<file path="config.mk">
export PLATFORM = sky130hd
export DESIGN_NAME = sync_debounce
export DESIGN_NICKNAME = d
export VERILOG_FILES = /design/src/rtl/sync_debounce_pkg.sv /design/src/rtl/debounce_channel.sv /design/src/rtl/sync_debounce.sv
export SDC_FILE = /design/constraint.sdc
export NUM_CORES = 1
export LEC_CHECK = 0
export ABC_AREA = 1
export ABC_CLOCK_PERIOD_IN_PS = 3300
export BUFFER_PORTS_ARGS = -buffer_cell sky130_fd_sc_hd__buf_2
export CELL_PAD_IN_SITES_DETAIL_PLACEMENT = 0
export CELL_PAD_IN_SITES_GLOBAL_PLACEMENT = 1
export CORE_AREA = 2 2 110 112
export CTS_CLUSTER_SIZE = 24
export DETAILED_ROUTE_END_ITERATION = 10
export DIE_AREA = 0 0 112 114
export HOLD_SLACK_MARGIN = 0.15
export PLACE_DENSITY_LB_ADDON = 0.25
export SYNTH_ARGS = -nofsm -noshare
export SYNTH_HDL_FRONTEND = slang
export SYNTH_SLANG_ARGS = --single-unit
</file>
<file path="constraint.sdc">
create_clock -name clk -period 3.3 [get_ports clk]
set_clock_uncertainty 0.15 [all_clocks]
set_input_delay 0.495 -clock clk [delete_from_list [all_inputs] [get_ports clk]]
set_output_delay 0.495 -clock clk [all_outputs]
set_load 0.01 [all_outputs]
</file>
<file path="src/rtl/sync_debounce_pkg.sv">
// sync_debounce_pkg: shared types and default parameter values for the
// sync_debounce block.
//   db_state_t  - per-channel debounce FSM state (2-bit enum)
//   DEF_*       - default parameter constants used by the top and channel
package sync_debounce_pkg;

    typedef enum logic [1:0] {
        ST_LOW       = 2'd0,
        ST_WAIT_HIGH = 2'd1,
        ST_HIGH      = 2'd2,
        ST_WAIT_LOW  = 2'd3
    } db_state_t;

    localparam int DEF_CHANNELS        = 4;
    localparam int DEF_SYNC_STAGES     = 2;
    localparam int DEF_DEBOUNCE_CYCLES = 100000;
    localparam int DEF_REPEAT_DELAY    = 50000000;
    localparam int DEF_REPEAT_PERIOD   = 10000000;

endpackage

</file>
<file path="src/rtl/debounce_channel.sv">
// debounce_channel: one button/switch channel -- synchroniser chain, four-state
// debounce FSM with stability counter, optional auto-repeat timer.
// Optional feature macro: SYNC_DEBOUNCE_REPEAT_EN (auto-repeat press pulses).
// Ports:
//   clk    - clock, rising edge
//   rst_n  - asynchronous active-low reset
//   din    - raw asynchronous input
//   level  - debounced state
//   press  - one-cycle pulse on accepted press (and repeats when enabled)
//   rel    - one-cycle pulse on accepted release ("release" is a reserved word)
module debounce_channel
    import sync_debounce_pkg::*;
#(
    parameter int SYNC_STAGES     = DEF_SYNC_STAGES,
    parameter int DEBOUNCE_CYCLES = DEF_DEBOUNCE_CYCLES
`ifdef SYNC_DEBOUNCE_REPEAT_EN
   ,parameter int REPEAT_DELAY    = DEF_REPEAT_DELAY,
    parameter int REPEAT_PERIOD   = DEF_REPEAT_PERIOD
`endif
) (
    input  logic clk,
    input  logic rst_n,
    input  logic din,
    output logic level,
    output logic press,
    output logic rel
);

    localparam int CW = $clog2(DEBOUNCE_CYCLES + 1);
    // Counter value on the edge before acceptance; compare against this
    // instead of cnt+1 so the counter never needs a wider adder result.
    localparam logic [CW-1:0] CNT_LAST = CW'(DEBOUNCE_CYCLES - 1);

    logic [SYNC_STAGES-1:0] sync;
    logic                   s;
    db_state_t              st;
    logic [CW-1:0]          cnt;

    always_ff @(posedge clk or negedge rst_n) begin
        if (!rst_n) sync <= '0;
        else        sync <= {sync[SYNC_STAGES-2:0], din};
    end

    assign s = sync[SYNC_STAGES-1];

`ifdef SYNC_DEBOUNCE_REPEAT_EN
    localparam int RMAX = (REPEAT_DELAY > REPEAT_PERIOD) ? REPEAT_DELAY : REPEAT_PERIOD;
    localparam int RW   = $clog2(RMAX + 1);
    localparam logic [RW-1:0] RD_LAST = RW'(REPEAT_DELAY - 1);
    localparam logic [RW-1:0] RP_LAST = RW'(REPEAT_PERIOD - 1);

    logic [RW-1:0] rtmr;    // cycles spent holding in HIGH since last press
    logic          rfirst;  // next repeat uses the initial delay
`endif

    always_ff @(posedge clk or negedge rst_n) begin
        if (!rst_n) begin
            st    <= ST_LOW;
            cnt   <= '0;
            level <= 1'b0;
            press <= 1'b0;
            rel   <= 1'b0;
`ifdef SYNC_DEBOUNCE_REPEAT_EN
            rtmr   <= '0;
            rfirst <= 1'b0;
`endif
        end else begin
            press <= 1'b0;
            rel   <= 1'b0;
            case (st)
                ST_LOW: if (s) begin
                    // With a one-cycle qualification the first sample accepts.
                    if (DEBOUNCE_CYCLES == 1) begin
                        st    <= ST_HIGH;
                        level <= 1'b1;
                        press <= 1'b1;
`ifdef SYNC_DEBOUNCE_REPEAT_EN
                        rtmr   <= '0;
                        rfirst <= 1'b1;
`endif
                    end else begin
                        st  <= ST_WAIT_HIGH;
                        cnt <= CW'(1);
                    end
                end
                ST_WAIT_HIGH: begin
                    if (!s) begin
                        st  <= ST_LOW;
                        cnt <= '0;
                    end else if (cnt == CNT_LAST) begin
                        st    <= ST_HIGH;
                        cnt   <= '0;
                        level <= 1'b1;
                        press <= 1'b1;
`ifdef SYNC_DEBOUNCE_REPEAT_EN
                        rtmr   <= '0;
                        rfirst <= 1'b1;
`endif
                    end else begin
                        cnt <= cnt + CW'(1);
                    end
                end
                ST_HIGH: begin
                    if (!s) begin
                        if (DEBOUNCE_CYCLES == 1) begin
                            st    <= ST_LOW;
                            level <= 1'b0;
                            rel   <= 1'b1;
`ifdef SYNC_DEBOUNCE_REPEAT_EN
                            rtmr   <= '0;
                            rfirst <= 1'b0;
`endif
                        end else begin
                            // Repeat timer holds its value while in WAIT_LOW.
                            st  <= ST_WAIT_LOW;
                            cnt <= CW'(1);
                        end
                    end
`ifdef SYNC_DEBOUNCE_REPEAT_EN
                    else if (rtmr == (rfirst ? RD_LAST : RP_LAST)) begin
                        press  <= 1'b1;
                        rtmr   <= '0;
                        rfirst <= 1'b0;
                    end else begin
                        rtmr <= rtmr + RW'(1);
                    end
`endif
                end
                ST_WAIT_LOW: begin
                    if (s) begin
                        st  <= ST_HIGH;
                        cnt <= '0;
                    end else if (cnt == CNT_LAST) begin
                        st    <= ST_LOW;
                        cnt   <= '0;
                        level <= 1'b0;
                        rel   <= 1'b1;
`ifdef SYNC_DEBOUNCE_REPEAT_EN
                        rtmr   <= '0;
                        rfirst <= 1'b0;
`endif
                    end else begin
                        cnt <= cnt + CW'(1);
                    end
                end
                default: begin
                    st  <= ST_LOW;
                    cnt <= '0;
                end
            endcase
        end
    end

endmodule

</file>
<file path="src/rtl/sync_debounce.sv">
// sync_debounce: CHANNELS independent synchronise-and-debounce channels with
// one-cycle press/release pulses.
// Optional feature macro: SYNC_DEBOUNCE_REPEAT_EN (auto-repeat on held press;
// REPEAT_DELAY / REPEAT_PERIOD only matter when it is defined).
// Ports:
//   clk    - clock, rising edge
//   rst_n  - asynchronous active-low reset
//   din    - [CHANNELS] raw asynchronous inputs
//   level  - [CHANNELS] debounced state
//   press  - [CHANNELS] one-cycle press pulses
//   rel    - [CHANNELS] one-cycle release pulses ("release" is a reserved word)
module sync_debounce
    import sync_debounce_pkg::*;
#(
    parameter int CHANNELS        = DEF_CHANNELS,
    parameter int SYNC_STAGES     = DEF_SYNC_STAGES,
    parameter int DEBOUNCE_CYCLES = DEF_DEBOUNCE_CYCLES,
    parameter int REPEAT_DELAY    = DEF_REPEAT_DELAY,
    parameter int REPEAT_PERIOD   = DEF_REPEAT_PERIOD
) (
    input  logic                clk,
    input  logic                rst_n,
    input  logic [CHANNELS-1:0] din,
    output logic [CHANNELS-1:0] level,
    output logic [CHANNELS-1:0] press,
    output logic [CHANNELS-1:0] rel
);

    if (CHANNELS < 1 || SYNC_STAGES < 2 || SYNC_STAGES > 4 || DEBOUNCE_CYCLES < 1 ||
        REPEAT_DELAY < 1 || REPEAT_PERIOD < 1) begin : g_bad_params
        $error("sync_debounce: illegal parameter value");
    end

    for (genvar i = 0; i < CHANNELS; i++) begin : g_ch
        debounce_channel #(
            .SYNC_STAGES     (SYNC_STAGES),
            .DEBOUNCE_CYCLES (DEBOUNCE_CYCLES)
`ifdef SYNC_DEBOUNCE_REPEAT_EN
           ,.REPEAT_DELAY    (REPEAT_DELAY),
            .REPEAT_PERIOD   (REPEAT_PERIOD)
`endif
        ) u_ch (
            .clk   (clk),
            .rst_n (rst_n),
            .din   (din[i]),
            .level (level[i]),
            .press (press[i]),
            .rel   (rel[i])
        );
    end

endmodule
</file>
**Word-level counts from Yosys, hierarchy flattened**

Index checks and enable logic that the tools add are counted.

- Register bits: 96
- Input bits: 6
- Output and inout bits: 12
- Word-level logic and storage cells: 188

- Add/sub/neg operators: 4
- Equality and inequality tests: 48
- Mux-type cells: 92
- Reduce and logical (&&, ||, !) cells: 20

Operators with widths:

| cell | count |
|---|---|
| $mux 17 | 20 |
| $pmux 17 s4 | 4 |
| $add 17x1->17 const B | 4 |
| $eq 17x17->1 const B | 4 |
| $mux 2 | 24 |
| $mux 1 | 36 |
| $ne 2x1->1 const B | 16 |
| $pmux 2 s4 | 4 |
| $reduce_and 5->1 | 4 |
| $eq 2x2->1 const B | 8 |
| $ne 2x2->1 const B | 8 |
| $reduce_and 4->1 | 4 |
| $ne 3x1->1 const B | 4 |
| $ne 3x3->1 const B | 4 |
| $eq 2x1->1 const B | 4 |
| $logic_not 2->1 | 4 |
| $pmux 1 s2 | 4 |
| $reduce_and 2->1 | 4 |
| $reduce_bool 2->1 | 4 |

**Longest topological paths before layout**

- Word-level depth: 4
- Gate-level depth with buffers: 11
- Depth with buffers taken out: 10

**By module**

From an unflattened synthesis, not the netlist that was laid out.

- Cells, all modules: 787
- Area total of the unflattened synthesis: 5,781.8 µm²

By module, submodules not included:

| module | instances | cells an instance | area an instance (µm²) | seq. area each (µm²) |
|---|---|---|---|---|
| debounce_channel at g_ch[0].u_ch ... | 3 | 192 | 1,451.4 | 600.6 |
| debounce_channel at g_ch[3].u_ch | 1 | 211 | 1,427.6 | 600.6 |

**Worst setup path after synthesis**

OpenSTA, ideal clock, no wires.

- Path type: reg-to-reg
- Start point: register g_ch[0].u_ch.cnt[0]
- End point: register g_ch[0].u_ch.cnt[10]
- Library setup time: 0.066 ns
- Data arrival time: 1.277 ns
- Required time: 3.084 ns
- Setup slack: 1.808 ns
- Stages on the path, launching flop included: 7
- Buffers on the path: 0
- Period minus slack after synthesis: 1.492 ns
- Path through: dfrtp_1 ha_1 nand4_1 nor2_1 a21oi_2 nand3_1 nand2_1

- Word-level cells in the longest chain between the ends: 4
- Elaborated cells on any way between the ends: 6
- Classes of those cells: 1 x add/sub; 1 x eq/ne; 4 x mux

Ends and longest elaborated chain:

| element | line | text |
|---|---|---|
| from (decl) | debounce_channel.sv:37 | `logic [CW-1:0] cnt;` |
| from (signal assigned) | debounce_channel.sv:100 | `cnt <= cnt + CW'(1);` |
| from (signal assigned) | debounce_channel.sv:143 | `cnt <= cnt + CW'(1);` |
| $add 17x1->17 / $eq 17x17->1 (equally long branches) | n/a |  |
| $mux 17 (*) | debounce_channel.sv:90, debounce_channel.sv:133 |  |
| $mux 17, on equally long branches | debounce_channel.sv:130, debounce_channel.sv:87 |  |
| $pmux 17 s4 (*) | debounce_channel.sv:70 | `case (st)` |

Every way passes the cells marked *; elsewhere a longest branch is shown, timed or not.
A chain may end at the register's enable or synchronous reset.

**Final worst setup path**

- Start point: register g_ch[2].u_ch.cnt[1]
- End point: register g_ch[2].u_ch.cnt[15]

- Word-level cells in the longest chain between the ends: 4
- Elaborated cells on any way between the ends: 6
- Classes of those cells: 1 x add/sub; 1 x eq/ne; 4 x mux

Ends and longest elaborated chain:

| element | line |
|---|---|
| from (decl) | debounce_channel.sv:37 |
| from (signal assigned) | debounce_channel.sv:100 |
| from (signal assigned) | debounce_channel.sv:143 |
| $add 17x1->17 / $eq 17x17->1 (equally long branches) | n/a |
| $mux 17 (*) | debounce_channel.sv:90, debounce_channel.sv:133 |
| $mux 17, on equally long branches | debounce_channel.sv:130, debounce_channel.sv:87 |
| $pmux 17 s4 (*) | debounce_channel.sv:70 |

Marks and branches as above.

==> results.tsv <==
metric	value	unit
#FFs+latches synth	96	
Initial DRC Count	214	
# nets final	810	
post-synth top area share	43.3	%
Startpoint Class	flip-flop	
Largest stage delay, worst path	0.40	ns
top fanout value on the critical path	11	
Period Utilization, post-route	55.5	%
cell with the largest stage delay on the worst path	sky130_fd_sc_hd__dfrtp_1	
number of warning messages in the yosys log	0	
DIE HEIGHT	114	um
worst endpoint data arrival time	1.92	ns
full die area	12800	um^2
worst slew margin relative to its limit	61.4	%
pin count of the biggest net entering global routing	44	
cell with the most instances after synthesis	sky130_fd_sc_hd__nand2_1	
width of the die	112	um
CTS resizes	0	
f_max	546	MHz
total power divided by cell area	476	nW/um^2
Worst Reg2Reg Path Length in Cells	10	
count of clock tree sinks	96	
number of enable-type register cells in the synthesized netlist	0	
result of the run	finished clean	
post-detailed-placement half-perimeter wirelength	8880	um
Floorplan Core Area	11700	um^2
via count of the first global-routing pass	4612	
post-DR vias/cell	5.07	
antenna cell count	0	
fraction of synthesis flops using an asynchronous set or reset pin	100	%
Unique masters post-synth	32	
post-place instance area	5710	um^2
Hold Fails Final Rpt	0	
root buffer selected by CTS	sky130_fd_sc_hd__clkbuf_16	
depth of the CTS H-tree	3	
count of final max-slew check failures	0	
Top FF cell, synth	sky130_fd_sc_hd__dfrtp_1	
TNS Setup	0	ns
site row count	40	
critical path class	reg2reg	
total CTS buffers	9	
worst vdd rail ir drop	0.394	mV
cell-by-cell listing of the critical path	ha_1, nand2_2, inv_1, nand2_2, nor2_4, nand2_1, nand2_2, inv_1, nand3_1, nand2_1	
actual slew at the worst max-slew pin	0.579	ns
critical path endpoint category	flip-flop	
DRC viols	0	
leakage	3.02	nW
WL/cell	12.8	um
most used cell, CP	sky130_fd_sc_hd__nand2_2	
layout cell share with drive strength beyond 1	7.83	%
final number of setup-violating endpoints	0	
synthesized area per cell	7.10	um^2
DR vias	4830	
first-pass GRT wire length	21400	um
mapped cell area	5550	um^2
most instantiated cells after synthesis	255 x sky130_fd_sc_hd__nand2_1, 108 x sky130_fd_sc_hd__nor2_1, 98 x sky130_fd_sc_hd__inv_1	
maximum clock path buffer count	2	
post-synthesis sequential area ratio	43.3	%
DR pass1 iterations	5	
number of instances in the synthesized netlist	782	
number of I/O port buffers	17	
final non-filler cell area	6080	um^2
weighted congestion reported at the end of routability-driven placement	0.870	
initial antenna violation count	0	
TritonCTS clock tree	yes	
cell depth of the worst min-delay path	0	
IO Pins	18	
wire length after detailed routing	12100	um
total power draw	2.90	mW
max-capacitance violation count	0	
initial cell density of the core	47.4	%
setup repair after global routing missed its margin	false	
area delta synth->final	9.51	%
Skew-Pair Late Insertion Delay	0.35	ns
final critical path time including I/O delays and setup	1.83	ns
GRT Util Overall	20.4	%
post-route ant nets	0	
worst min-delay path class	reg2reg	
global-route congestion overflow total	0	
clock-pin transition on the worst setup and hold timing paths	0.06	ns
post-synthesis net count	792	
required time of the critical path	3.39	ns
top area cells in the synthesized netlist	sky130_fd_sc_hd__dfrtp_1 43%, sky130_fd_sc_hd__nand2_1 17%, sky130_fd_sc_hd__nor2_1 7.3%	
dominant cell type by area after synthesis	sky130_fd_sc_hd__dfrtp_1	
==> final cells by class <==
class                           count  area (um^2)
Timing Repair Buffer               24          153
Multi-Input combinational cell    570         2650
Sequential cell                    96         2400
Tap cell                          147          184
Fill cell                        1153         5630
Clock inverter                      4         51.3
Inverter                           99          372
Clock buffer                       12          267
==> flip-flops by register name (all words and copies together), names as in the netlist, named ones only <==
| signal | flops |
|---|---|
| g_ch.u_ch.press | 4 |
| g_ch.u_ch.sync | 8 |
| g_ch.u_ch.level | 4 |
| g_ch.u_ch.cnt | 68 |
| g_ch.u_ch.rel | 4 |
| g_ch.u_ch.st | 4 |
==> layer usage <==
layer  track usage, %  vias up  routed length, um
met4             7.72        0                208
met5                0        -                  0
li1                 -     2493                  -
met3             2.71       13                316
met2             32.7       76               5490
met1             28.6     2248               6130
==> power breakdown <==
group	switching (mW)	internal (mW)
Clock	0.452	0.650
Sequential	0.0855	1.25
Combinational	0.326	0.129
Total	0.863	2.03
==> worst paths after layout <==
kind	slack, ns	to	startpoint
worst max-delay path	1.47	g_ch[2].u_ch.cnt[15]	g_ch[2].u_ch.cnt[1]
worst min-delay path	0.20	g_ch[1].u_ch.sync[1]	g_ch[1].u_ch.sync[0]
worst max register to register	1.47	g_ch[2].u_ch.cnt[15]	g_ch[2].u_ch.cnt[1]
worst min register to register	0.20	g_ch[1].u_ch.sync[1]	g_ch[1].u_ch.sync[0]
max in group asynchronous	1.67	g_ch[0].u_ch.cnt[15]	rst_n
min in group asynchronous	0.52	g_ch[1].u_ch.cnt[9]	rst_n
==> cells by family (layout without fill, tap and decap cells) <==
| family | Yosys count | in the layout | share of synthesized area [%] |
|---|---|---|---|
| and+or+nand+nor | 486 | 486 | 37.5 |
| xor gates and xnor gates | 15 | 15 | 2.37 |
| AOI/OAI and AO/OA | 65 | 65 | 7.01 |
| adders and majority gates | 4 | 4 | 0.902 |
| DFF | 96 | 96 | 43.3 |
| buffers and inverters | 116 | 139 | 8.97 |
==> stage by stage <==
stage / hold slack, ns / worst slack (ns) / util [%] / std cells
2_1_floorplan: 0.0494 / 1.81 / - / 782
3_5_place_dp: 0.185 / 1.45 / 48.8 / 931
3_3_place_gp: 0.183 / 1.54 / 48.8 / 931
6_report: 0.198 / 1.47 / 51.9 / 952
4_1_cts: 0.197 / 1.45 / 51.9 / 952
5_1_grt: 0.206 / 1.30 / 51.9 / 952
==> worst max-delay path, delay by kind of cell, from the launching register on <==
kind / cells / cell delay [ns]
simple gates: 7 / 0.72
flops: 1 / 0.40
buf+inv: 2 / 0.24
fa+ha+maj: 1 / 0.22
==> cells in the final DEF (no fill, tap or decap) <==
cell and instances:
sky130_fd_sc_hd__a21oi_1 6, sky130_fd_sc_hd__a21oi_2 1, sky130_fd_sc_hd__a21oi_4 1, sky130_fd_sc_hd__and2_1 1, sky130_fd_sc_hd__buf_2 16, sky130_fd_sc_hd__buf_4 3
sky130_fd_sc_hd__bufinv_16 1, sky130_fd_sc_hd__clkbuf_16 9, sky130_fd_sc_hd__clkbuf_8 3, sky130_fd_sc_hd__clkinv_2 1, sky130_fd_sc_hd__clkinv_4 1, sky130_fd_sc_hd__clkinvlp_4 1
sky130_fd_sc_hd__dfrtp_1 96, sky130_fd_sc_hd__dlygate4sd3_1 5, sky130_fd_sc_hd__ha_1 4, sky130_fd_sc_hd__inv_1 98, sky130_fd_sc_hd__inv_2 1, sky130_fd_sc_hd__nand2_1 255
sky130_fd_sc_hd__nand2_2 10, sky130_fd_sc_hd__nand2_4 1, sky130_fd_sc_hd__nand3_1 73, sky130_fd_sc_hd__nand3_2 2, sky130_fd_sc_hd__nand3b_1 1, sky130_fd_sc_hd__nand3b_2 1
sky130_fd_sc_hd__nand4_1 17, sky130_fd_sc_hd__nor2_1 108, sky130_fd_sc_hd__nor2_2 6, sky130_fd_sc_hd__nor2_4 5, sky130_fd_sc_hd__nor3_1 4, sky130_fd_sc_hd__nor4_1 1
sky130_fd_sc_hd__o211ai_1 1, sky130_fd_sc_hd__o21ai_0 30, sky130_fd_sc_hd__o21ai_1 2, sky130_fd_sc_hd__o21bai_1 13, sky130_fd_sc_hd__o22ai_1 11, sky130_fd_sc_hd__or2_0 1
sky130_fd_sc_hd__xnor2_1 3, sky130_fd_sc_hd__xor2_1 12
==> what timing repair did <==
item                                   in CTS  in global routing
hold buffers                                5                  0
setup buffers                               0                  0
endpoints found under the hold margin      45                  0
No activity file was read; power rests on OpenSTA's default activity.
